<file path="src/rtl/vga_timing_gen.sv">
`default_nettype none
// ============================================================================
// Module   : vga_timing_gen
// Brief    : Pixel-enable divider and 800x525 raster sweep producing hCount,
//            vCount, active-low syncs, bright window and per-frame game tick.
// Revision : 1.0 - initial release
// ============================================================================
module vga_timing_gen #(
    parameter int CLK_DIV   = 4,
    parameter int H_TOTAL   = 800,
    parameter int H_SYNC    = 96,
    parameter int H_ACT_BEG = 144,
    parameter int H_ACT_END = 784,
    parameter int V_TOTAL   = 525,
    parameter int V_SYNC    = 2,
    parameter int V_ACT_BEG = 35,
    parameter int V_ACT_END = 515
) (
    input  logic       clk,
    input  logic       rst,
    output logic       pix_en,
    output logic [9:0] hCount,
    output logic [9:0] vCount,
    output logic       hSync,
    output logic       vSync,
    output logic       bright,
    output logic       frame_tick
);

    localparam logic [3:0] c_DIV_MAX   = 4'(CLK_DIV - 1);
    localparam logic [9:0] c_H_LAST    = 10'(H_TOTAL - 1);
    localparam logic [9:0] c_V_LAST    = 10'(V_TOTAL - 1);
    localparam logic [9:0] c_H_SYNC    = 10'(H_SYNC);
    localparam logic [9:0] c_V_SYNC    = 10'(V_SYNC);
    localparam logic [9:0] c_H_ACT_BEG = 10'(H_ACT_BEG);
    localparam logic [9:0] c_H_ACT_END = 10'(H_ACT_END);
    localparam logic [9:0] c_V_ACT_BEG = 10'(V_ACT_BEG);
    localparam logic [9:0] c_V_ACT_END = 10'(V_ACT_END);

    logic [3:0] r_div_cnt;
    logic [3:0] w_div_next;
    logic       w_adv;
    logic [9:0] w_h_next;
    logic [9:0] w_v_next;

    // Counters advance on the edge that ends the cycle where the divider is
    // at its last count; pix_en is that same condition presented as a register.
    assign w_adv = (r_div_cnt == c_DIV_MAX);

    always_comb begin
        w_div_next = w_adv ? 4'd0 : r_div_cnt + 4'd1;
        w_h_next   = hCount;
        w_v_next   = vCount;
        if (w_adv) begin
            if (hCount == c_H_LAST) begin
                w_h_next = 10'd0;
                w_v_next = (vCount == c_V_LAST) ? 10'd0 : vCount + 10'd1;
            end else begin
                w_h_next = hCount + 10'd1;
            end
        end
    end

    // Decodes use next-count values so they line up with the counters.
    always_ff @(posedge clk) begin
        if (rst) begin
            r_div_cnt  <= 4'd0;
            pix_en     <= 1'b0;
            hCount     <= 10'd0;
            vCount     <= 10'd0;
            hSync      <= 1'b0;
            vSync      <= 1'b0;
            bright     <= 1'b0;
            frame_tick <= 1'b0;
        end else begin
            r_div_cnt  <= w_div_next;
            pix_en     <= (w_div_next == c_DIV_MAX);
            hCount     <= w_h_next;
            vCount     <= w_v_next;
            hSync      <= (w_h_next >= c_H_SYNC);
            vSync      <= (w_v_next >= c_V_SYNC);
            bright     <= (w_h_next >= c_H_ACT_BEG) && (w_h_next < c_H_ACT_END) &&
                          (w_v_next >= c_V_ACT_BEG) && (w_v_next < c_V_ACT_END);
            frame_tick <= w_adv && (w_h_next == 10'd0) && (w_v_next == c_V_ACT_END);
        end
    end

endmodule
`default_nettype wire

</file>
<file path="config.mk">
export PLATFORM = sky130hd
export DESIGN_NAME = vga_timing_gen
export DESIGN_NICKNAME = d
export VERILOG_FILES = /design/src/rtl/vga_timing_gen.sv
export SDC_FILE = /design/constraint.sdc
export NUM_CORES = 1
export LEC_CHECK = 0
export CAP_MARGIN = 20
export CELL_PAD_IN_SITES_DETAIL_PLACEMENT = 0
export CELL_PAD_IN_SITES_GLOBAL_PLACEMENT = 1
export CORE_ASPECT_RATIO = 0.75
export CORE_MARGIN = 2
export CORE_UTILIZATION = 30
export DETAILED_ROUTE_END_ITERATION = 10
export HOLD_SLACK_MARGIN = 0.03
export PLACE_DENSITY = 0.66
export SLEW_MARGIN = 30
export SYNTH_ARGS = -nofsm -noshare
export SYNTH_HDL_FRONTEND = slang
export SYNTH_SLANG_ARGS = --single-unit
</file>
<file path="constraint.sdc">
create_clock -name clk -period 6.85 [get_ports clk]
set_input_delay 1.37 -clock clk [delete_from_list [all_inputs] [get_ports clk]]
set_output_delay 1.37 -clock clk [all_outputs]
set_load 0.01 [all_outputs]
</file>
=== Yosys cells after proc, flatten, opt, wreduce, memory -nomap -nowiden ===
Index checks and enable logic that the tools add are counted.

* Add/sub/neg operators: 3
* $mul: 0
* Divide/modulo/power cells: 0
* $lt $le $gt $ge: 6
* Eq/ne operators: 5
* Shift operators: 0
* Mux-type cells: 6
* Bitwise operators: 0
* Reduce and logical (&&, ||, !) cells: 6

{| class="wikitable"
|+ Operator list
! operator !! count
|-
| 10-bit 2-to-1 mux || 5
|-
| 10-bit equality test (second input constant) || 3
|-
| 10-bit by 1-bit adder with 10-bit output (second input constant) || 2
|-
| 10-bit < comparator (second input constant) || 2
|-
| 10-bit by 2-bit >= comparator with 1-bit output (second input constant) || 1
|-
| 10-bit by 6-bit >= comparator with 1-bit output (second input constant) || 1
|-
| 10-bit by 7-bit >= comparator with 1-bit output (second input constant) || 1
|-
| 10-bit by 8-bit >= comparator with 1-bit output (second input constant) || 1
|-
| 10-bit logical NOT || 1
|-
| 4-bit by 2-bit equality test with 1-bit output (second input constant) || 2
|-
| 1-bit logical AND || 5
|-
| 4-bit by 1-bit adder with 4-bit output (second input constant) || 1
|-
| 4-bit 2-to-1 mux || 1
|}

* Register bits: 29
* Latch bits: 0
* Bits in writable memories: 0
* ROM bits: 0
* Input port bits: 2
* Output and inout bits: 25
* Word-level logic and storage cells: 34
* Memories: 0

=== Longest topological paths before layout ===
Gate-level depths: netlist of the first run.

* Word-level depth: 7
* Mapped depth: 9
* Depth with buffers taken out: 9

=== Least setup slack after synthesis of the first run ===
Ideal clock, no wire load.

* Path kind: register to register
* From: register r_div_cnt[0]
* To: register bright
* Library setup time: 0.150 ns
* Arrival: 2.292 ns
* Required time: 6.700 ns
* Path slack: 4.408 ns
* Cell stages (with the launch flop): 10
* Buffers on the path: 1
* Clock period less this slack: 2.442 ns
* Cell sequence: dfxtp_1 -> ha_1 -> nor3b_1 -> nand4_1 -> buf_2 -> o21ai_0 -> o21ai_0 -> or3b_2 -> a21oi_1 -> a2111oi_2

* Longest elaborated chain between the ends: 6
* Elaborated cells on any way between the ends: 10
* Classes of those cells: order compare (4); eq/ne (1); mux (2); reduce/logical (3)

{| class="wikitable"
|+ RTL lines
! item !! line !! RTL
|-
| start: declaration || 40 || <nowiki>logic [3:0] r_div_cnt;</nowiki>
|-
| start signal: assignment || 76 || <nowiki>r_div_cnt <= w_div_next;</nowiki>
|-
| 4-bit by 2-bit equality test with 1-bit output (*) || 48 || <nowiki>assign w_adv = (r_div_cnt == c_DIV_MAX);</nowiki>
|-
| 10-bit 2-to-1 mux || 54 || <nowiki>if (w_adv) begin</nowiki>
|-
| 10-bit by 8-bit >= comparator with 1-bit output or 10-bit < comparator (tied branches) || 82 || <nowiki>bright <= (w_h_next >= c_H_ACT_BEG) && (w_h_next < c_H_ACT_END) &&</nowiki>
|-
| 1-bit logical AND (2 in series) || 82 ||
|-
| 1-bit logical AND (*) || 83 || <nowiki>(w_v_next >= c_V_ACT_BEG) && (w_v_next < c_V_ACT_END);</nowiki>
|-
| end signal: assignment || 82 ||
|-
| end: declaration || 26 || <nowiki>output logic bright,</nowiki>
|}

Mark *: on every way between the ends. The rest lies on a longest branch, timed or not.
A chain may end at the register's enable or synchronous reset.

=== Final worst setup path of the first run ===
Ends and elaborated chain as after synthesis.

==> flow_summary.toml, run 1 <==
[layout]
areaGrowthSynthToFinish_pct = 23.82
antenna_cells = 0
drive_gt1_share_pct = 7.792
fill_cells = 589
multi_input_area_um2 = 1022
layout.nets = 238
regArea_um2 = 580.6

[logic_synthesis]
synthCells = 206
synth_commonest_cells = "dfxtp_1 (29), nor2_1 (23), nand2_1 (22)"
yosysUniqueCellTypes = 48
synth-seq-cells = 29
ys_warn_count = 0
synth_top_area_share_pct = 34.76
synth.most_common_cell = "dfxtp_1"
synth_area_leaders = "dfxtp_1 (35%), nor2_1 (5.2%), nand2_1 (4.9%), a21oi_1 (4.8%), nand3_1 (4.2%)"
synth-edff-count = 0
synth_fp_nets = 213
synthesis.area_per_instance_um2 = 8.109
async_flop_share_pct = 0
yosysTopAreaCell = "dfxtp_1"
seq_area_frac_synth_pct = 34.76
synth_area_um2 = 1670
synth_ff_type = "dfxtp_1"

[die]
coreArea_um2 = 5353
die_x_um = 90.16
die_area_um2 = 6187
rows = 23
pin_count = 27
die_y_um = 68.62
initial_core_util_pct = 31.21

[timing]
post-route-period-util_pct = 44.08
fmax_mhz = 331.2
drv_slew = 0
period_minus_slack_ns = 3.019
worst_slack_ns = 3.831
fin_setup_tns_ns = 0
maxSlewHeadroom_pct = 61.67
setup_violations = 0
whs_ns = 0.5097
hold_viol_final = 0
clock_skew_ns = 0.006237
worstMarginPinSlew_ns = 0.5689
rsz0062_at_grt = "false"

[detailed_routing]
routed_wl_mm = 4.004
wl_met3_um = 167
vias_per_cell = 4.967
dr.pass1.iters = 4
drc_errors = 0
highest_layer = "met4"
routed-via-count = 1520
wire_per_inst_um = 13.08
dr_wl_met2_mm = 1.646
drtIter0Drc = 101
postRouteAntennaNets = 0
wl_met1_mm = 2.142

[worst_setup_path]
critPathKind = "reg -> reg"
cp.arrival_ns = 3.15
crit_family = "simple AND/OR/NAND/NOR gates"
crit_path_max_incr_delay_ns = 0.48
crit_required_ns = 6.98
critPathMaxFanout = 12
path_cells = "ha_1, nor3b_1, buf_4, nand4_1, o21ai_0, nand2_1, or3b_2, a21oi_1, a2111oi_2"
start_kind = "flip-flop"
crit_slowest_cell = "or3b_2"
crit_buf_inv = 1
cp-end-kind = "flip-flop"

[run_status]
outcome = "finished, final reports clean"

[clocking]
cts_setup_buffers = 0
numCtsBuffers = 5
cts_tree = "built"
cts.sinks = 29
clk_pin_slew_ns = 0.06
post_cts_resized = 0
root_buffer = "clkbuf_8"
ctsLongestPathBuffers = 2
clk_latency_ns = 0.28
postCtsHoldBufs = 0
cts-htree-levels = 2

[flow_run]
drv_cap = 0

[global_routing]
grt_max_degree = 29
antenna_found_initial = 0
grt_use_total_pct = 13.81
grt_pass1_wl_mm = 6.699
grt_pass1_vias = 1381
overflow = 0

[pwr]
power_leakage_nw = 0.7201
ir_drop_mv = 0.08235
power_density_nw_per_um2 = 164.9

[placement]
gp_congestion = 0.7849
io_buffers = 26
post-place-ws_ns = 3.855
dp_hpwl_mm = 2.904

[hold_path]
hp-class = "reg -> reg"
report_power, final:
group,internal (mW),switching (mW)
Clock,0.0795,0.0631
Sequential,0.172,0.00364
Combinational,0.0101,0.0126
placed cells by master (no fill, tap or decap), types with 2 or more instances in the layout:
cell             netlist  routed
nand2_1               22      22
nor2b_1                2       2
nor4_4                 2       2
xnor2_1                4       4
nor3_1                 8       8
nor2_1                23      23
inv_1                  6       6
dfxtp_1               29      29
or3_1                  2       2
nand3_1               14      14
clkbuf_8               0       6
and3_1                 4       4
xor2_1                 8       8
a21oi_1               16      16
nor3b_1                3       3
nand3b_1               2       2
nand4_1                7       7
nor4_1                 2       2
and4_1                 2       2
ha_1                   5       5
and2_1                 4       4
clkdlybuf4s50_1        0      25
o21ai_0                9       9
area by class of cell:
| cell class | instances | share of cell area, % |
|---|---|---|
| Multi-Input combinational cell | 162 | 49.43 |
| Sequential cell | 29 | 28.07 |
| Inverter | 6 | 1.089 |
| Tap cell | 75 | 4.537 |
| Clock buffer | 7 | 4.174 |
| Timing Repair Buffer | 27 | 12.70 |
final timing paths:
path                                               from                       to  slack (ns)  cells past startpoint
worst max-delay path            r_div_cnt[0]$_SDFF_PP0_        bright$_SDFF_PP0_        3.83                      9
worst min-delay path            r_div_cnt[0]$_SDFF_PP0_  r_div_cnt[0]$_SDFF_PP0_        0.51                      1
worst min register to register  r_div_cnt[0]$_SDFF_PP0_  r_div_cnt[0]$_SDFF_PP0_        0.51                      1
worst max register to register  r_div_cnt[0]$_SDFF_PP0_        bright$_SDFF_PP0_        3.83                      9
worst reg2reg max path, cell delays in order (launching register included):
cell and delay (ns):
dfxtp_1 0.38, ha_1 0.26, nor3b_1 0.28, buf_4 0.24
nand4_1 0.41, o21ai_0 0.39, nand2_1 0.17, or3b_2 0.48
a21oi_1 0.18, a2111oi_2 0.08
sequential cells by signal, indices dropped and copies added (netlist names):
register    flops
vSync           1
hCount         10
hSync           1
vCount         10
frame_tick      1
pix_en          1
r_div_cnt       4
bright          1
cell families (layout without fill, tap and decap cells):
kind of cell    count (synthesis)  after routing  share of synthesized area, %
fa+ha+maj                       5              5                         3.745
xor+xnor                       12             12                         6.292
simple gates                  105            105                         35.43
flops                          29             29                         34.76
compound gates                 38             38                         14.46
mux                             2              2                         1.273
buf+inv                        15             40                         4.045
routing by layer:
layer,track usage (%),up-vias
met5,0,-
met4,5.769,0
met3,3.370,5
met1,19.45,696
li1,-,788
met2,20.30,31
per-stage QoR:
| step | cell area (um^2) | util, % | power, mW | cells |
|---|---|---|---|---|
| 6_report | 2068 | 38.64 | 0.3411 | 306 |
| 5_1_grt | 2068 | 38.64 | 0.3564 | 306 |
| 4_1_cts | 2068 | 38.64 | 0.3480 | 306 |
| 3_5_place_dp | 1982 | 37.03 | 0.2024 | 299 |
| 3_3_place_gp | 1987 | 37.12 | 0.2025 | 299 |
| 2_1_floorplan | 1670 | - | 0.1942 | 206 |
Power figures use the tool's default switching activity.
==> run 2: changes to the inputs <==
Clock period 6.85 ns to 2.9 ns, I/O delays scaled along.
==> run 2 against run 1 <==
  * Cell count increased by 1.3%
  * Die area unchanged
  * Hold slack got worse by 0.0021 ns
  * Register-to-register slack got worse by 3.6 ns
  * Total power increased by 140%
  * Sequential power increased by 140%
  * Non-clock buffer count increased by 4
  * Largest cell class unchanged
  * Highest routed layer unchanged
==> flow_summary.toml, run 2 (synthesized netlist as in run 1, its figures left out) <==
[timing]
whs_ns = 0.5076
period_minus_slack_ns = 2.655
fin_setup_tns_ns = 0
setup_violations = 0
rsz0062_at_grt = "false"
post-route-period-util_pct = 91.56
worstMarginPinSlew_ns = 0.7314
hold_viol_final = 0
clock_skew_ns = 0.007219
drv_slew = 0
worst_slack_ns = 0.2447
fmax_mhz = 376.6
maxSlewHeadroom_pct = 51.09

[worst_setup_path]
rr_worst_depth = 8
cp-startpoint = "r_div_cnt[0]$_SDFF_PP0_"
crit_path_max_incr_delay_ns = 0.46
reg2reg_from = "r_div_cnt[0]$_SDFF_PP0_"
crit_family = "simple AND/OR/NAND/NOR gates"
path_depth = 8
critPathKind = "reg -> reg"
crit_slowest_cell = "or3b_4"
start_kind = "flip-flop"
path_cells = "ha_1, or3b_4, nor4_4, o2111a_1, a211oi_2, nor4_4, a21oi_2, a2111oi_2"
cp-end-kind = "flip-flop"
crit_buf_inv = 0
crit_top_cell = "nor4_4"
crit_required_ns = 3.09
cp.arrival_ns = 2.84
r2r-end = "bright$_SDFF_PP0_"
crit_end = "bright$_SDFF_PP0_"
critPathMaxFanout = 6
rrSetupSlack_ns = 0.24

[layout]
fin_cells = 310
final_common_cell = "dfxtp_1"
multi_input_area_um2 = 1033
top_regs = "hCount x10, vCount x10, r_div_cnt x4"
layout.nets = 242
antenna_cells = 0
regArea_um2 = 580.6
drive_gt1_share_pct = 9.362
areaGrowthSynthToFinish_pct = 26.59
final_cell_mix = "dfxtp_1 (29), clkdlybuf4s50_1 (26), nor2_1 (23)"
fill_cells = 579

[clocking]
clk_latency_ns = 0.28
cts-htree-levels = 2
clk_pin_slew_ns = 0.07
root_buffer = "clkbuf_8"
numCtsBuffers = 5
cts_tree = "built"
cts.sinks = 29
ctsLongestPathBuffers = 2

[pwr]
power_density_nw_per_um2 = 384.3
ir_drop_mv = 0.2334
power_mw = 0.8126
power_leakage_nw = 0.7404

[run_status]
outcome = "finished, final reports clean"

[die]
initial_core_util_pct = 31.21
pin_count = 27
die_y_um = 68.62
rows = 23
coreArea_um2 = 5353
die_x_um = 90.16
die_area_um2 = 6187

[global_routing]
grt_pass1_vias = 1441
grt_pass1_wl_mm = 6.900
grt_max_degree = 18
grt_use_total_pct = 14.42
overflow = 0
antenna_found_initial = 0

[detailed_routing]
routed-via-count = 1550
drtIter0Drc = 46
postRouteAntennaNets = 0
dr.pass1.iters = 4
drc_errors = 0
wire_per_inst_um = 13.40
vias_per_cell = 5.000
routed_wl_mm = 4.155

[flow_run]
drv_cap = 0

[placement]
dp_hpwl_mm = 3.113
placedCellCount = 303
gp_congestion = 0.8258
post-place-ws_ns = 0.1323
io_buffers = 26

[hold_path]
hp-class = "reg -> reg"
[run 2: changes by cell type in the layout (fill, tap and decap cells not counted), sizes merged]
cell           change
buf                +3
clkdlybuf4s50      +1
[run 2: timing repair]
action,in CTS,in global routing
hold buffers,0,0
endpoints found under the setup margin,0,2
setup buffers,0,0
gates resized for setup,0,3
[run 2: worst min-delay path by stage]
stage | cells after the start | startpoint | slack (ns) | to
finish | 2 | hCount[1]$_SDFF_PP0_ | 0.51 | hCount[1]$_SDFF_PP0_
global route | 2 | hCount[0]$_SDFF_PP0_ | 0.56 | hCount[0]$_SDFF_PP0_
CTS | 2 | hCount[1]$_SDFF_PP0_ | 0.51 | hCount[1]$_SDFF_PP0_
detailed placement | 2 | hCount[1]$_SDFF_PP0_ | 0.50 | hCount[1]$_SDFF_PP0_
global placement | 1 | r_div_cnt[0]$_SDFF_PP0_ | 0.49 | r_div_cnt[0]$_SDFF_PP0_
floorplan | 1 | r_div_cnt[0]$_SDFF_PP0_ | 0.47 | r_div_cnt[0]$_SDFF_PP0_
[run 2: area by class of cell]
class / count / area share (%)
repair buffers: 31 / 14.08
clock buffers: 7 / 4.083
flip-flops and latches: 29 / 27.46
multi-input cells: 162 / 48.88
well taps: 75 / 4.438
inverters: 6 / 1.065
[run 2: worst min-delay path, stage by stage, from the launching register on]
cell and delay (ns):
dfxtp_1 0.34, nand2_1 0.07, a21oi_1 0.05
[run 2: metrics by stage]
step                instance area (um^2)  util, %
global placement                    2017    37.68
floorplan                           1670        -
CTS                                 2103    39.29
global route                        2115    39.50
finish                              2115    39.50
detailed placement                  2017    37.68
[run 2: power by group]
| group | switching, mW | internal [mW] |
|---|---|---|
| combinational | 0.0301 | 0.0263 |
| clock | 0.153 | 0.188 |
| sequential | 0.00876 | 0.407 |
[run 2: metal layers]
layer	vias to the layer above	track usage, %	share of wire (%)
met3	6	3.370	3.7
met5	-	0	0
met1	720	19.78	53
met2	26	22.18	42
met4	0	5.769	1.4
li1	798	-	-
==> run 3: changes to the inputs <==
Settings changed: REMOVE_ABC_BUFFERS set to 1, SLEW_MARGIN 30 to unset.
==> run 3 against run 2 <==
  * First-iteration DRC count rose to 2.7 times the previous value
  * Via count rose by 3.0%
  * Clock skew decreased by 0.0014 ns
  * Global-route usage up 1.3 points
  * Setup slack got worse by 0.046 ns
  * Clock-buffer cell count is the same
  * Critical path type unchanged
  * Die area stayed put
  * Non-clock buffer count rose by 8
==> flow_summary.toml, run 3 (synthesized netlist as in run 1, its figures left out) <==
[global_routing]
grt_use_total_pct = 15.74
overflow = 0
grt_pass1_vias = 1499
grt_max_degree = 17
grt_pass1_wl_mm = 7.631
antenna_found_initial = 0

[timing]
worstMarginPinSlew_ns = 0.4968
post-route-period-util_pct = 93.16
hold_viol_final = 0
maxSlewHeadroom_pct = 66.78
drv_slew = 0
fmax_mhz = 370.1
setup_violations = 0
period_minus_slack_ns = 2.702
clock_skew_ns = 0.005782

[worst_setup_path]
cp-end-kind = "flip-flop"
crit_required_ns = 3.08
cp.arrival_ns = 2.88
crit_path_max_incr_delay_ns = 0.46
critPathKind = "reg -> reg"
crit_family = "simple AND/OR/NAND/NOR gates"
path_cells = "ha_1, or3b_4, nor4_4, o2111a_1, a211oi_2, nor4_4, a21oi_2, a2111oi_2"
critPathMaxFanout = 6
crit_top_cell = "nor4_4"
crit_slowest_cell = "or3b_4"
crit_buf_inv = 0
start_kind = "flip-flop"

[layout]
top_regs = "hCount x10, vCount x10, r_div_cnt x4"
drive_gt1_share_pct = 12.35
final_common_cell = "dfxtp_1"
fin_cells = 318
design_area_um2 = 2168
final_core_util_pct = 40.51
antenna_cells = 0
layout.nets = 250
areaGrowthSynthToFinish_pct = 29.81
final_cell_mix = "dfxtp_1 (29), clkdlybuf4s50_1 (26), nor2_1 (23)"

[placement]
io_buffers = 26
dp_hpwl_mm = 3.318
placedCellCount = 309
dpl_cell_area_um2 = 2062
gp_congestion = 0.8196

[die]
pin_count = 27
die_y_um = 68.62
coreArea_um2 = 5353
rows = 23
die_x_um = 90.16
die_area_um2 = 6187
initial_core_util_pct = 31.21

[pwr]
power_leakage_nw = 0.7837
power_density_nw_per_um2 = 373.3
ir_drop_mv = 0.1730

[clocking]
ctsLongestPathBuffers = 2
clk_latency_ns = 0.28
cts-htree-levels = 2
cts_tree = "built"
numCtsBuffers = 5
clk_pin_slew_ns = 0.06
root_buffer = "clkbuf_8"
postCtsHoldBufs = 0
cts.sinks = 29

[detailed_routing]
routed-via-count = 1596
postRouteAntennaNets = 0
drtIter0Drc = 124
dr.pass1.iters = 4
routed_wl_mm = 4.456
vias_per_cell = 5.019
wire_per_inst_um = 14.01
drc_errors = 0

[run_status]
outcome = "finished, final reports clean"

[flow_run]
drv_cap = 0

[hold_path]
hp-class = "reg -> reg"
## run 3: final timing paths
check	to	depth (start not counted)	startpoint	slack [ns]
setup / recovery	bright$_SDFF_PP0_	8	r_div_cnt[0]$_SDFF_PP0_	0.20
hold / removal	hCount[1]$_SDFF_PP0_	2	hCount[1]$_SDFF_PP0_	0.51
setup reg to reg	bright$_SDFF_PP0_	8	r_div_cnt[0]$_SDFF_PP0_	0.20
hold reg to reg	hCount[1]$_SDFF_PP0_	2	hCount[1]$_SDFF_PP0_	0.51
## run 3: stage by stage
step                setup slack, ns  power, mW   TNS [ns]  hold slack, ns
CTS                          0.1828     0.8173          0          0.5180
floorplan                   -0.2661     0.4526    -0.2661          0.4636
detailed placement           0.2329     0.4802          0          0.4971
finish                       0.1983     0.8095          0          0.5127
global route              -0.005745     0.8507  -0.005745          0.5494
global placement             0.3015     0.4797          0          0.4824
## run 3: report_power, final
part | internal (mW) | switching, mW
Combinational | 0.0256 | 0.0301
Sequential | 0.407 | 0.00933
Clock | 0.188 | 0.150
Total | 0.620 | 0.189
## run 3: layer usage
metal | share of wire, % | routed length [um] | GRT usage, % | up-vias
met4 | 1.1 | 50 | 5.192 | 0
met3 | 5.6 | 251 | 4.348 | 5
met5 | 0 | 0 | 0 | -
met2 | 39 | 1743 | 21.52 | 41
met1 | 54 | 2411 | 23.47 | 739
li1 | - | - | - | 811
## run 3: area by class of cell
type,count,area [um^2]
inverter,6,22.52
timing repair buffer,39,357.8
fill,578,3184
tap,75,93.84
sequential,29,580.6
clock buffer,7,86.33
multi-input combinational,162,1027
## run 3: repair_timing
action                                 4_1_cts  5_1_grt
endpoints found under the hold margin        0        0
setup endpoints to repair                    0        2
gates resized for setup                      0        3
buffers inserted                             0        2
## run 3: tightest hold or removal path, cell delays in order, from the launching register on
cell and delay [ns]:
dfxtp_1 0.35, nand2_1 0.07, a21oi_1 0.05
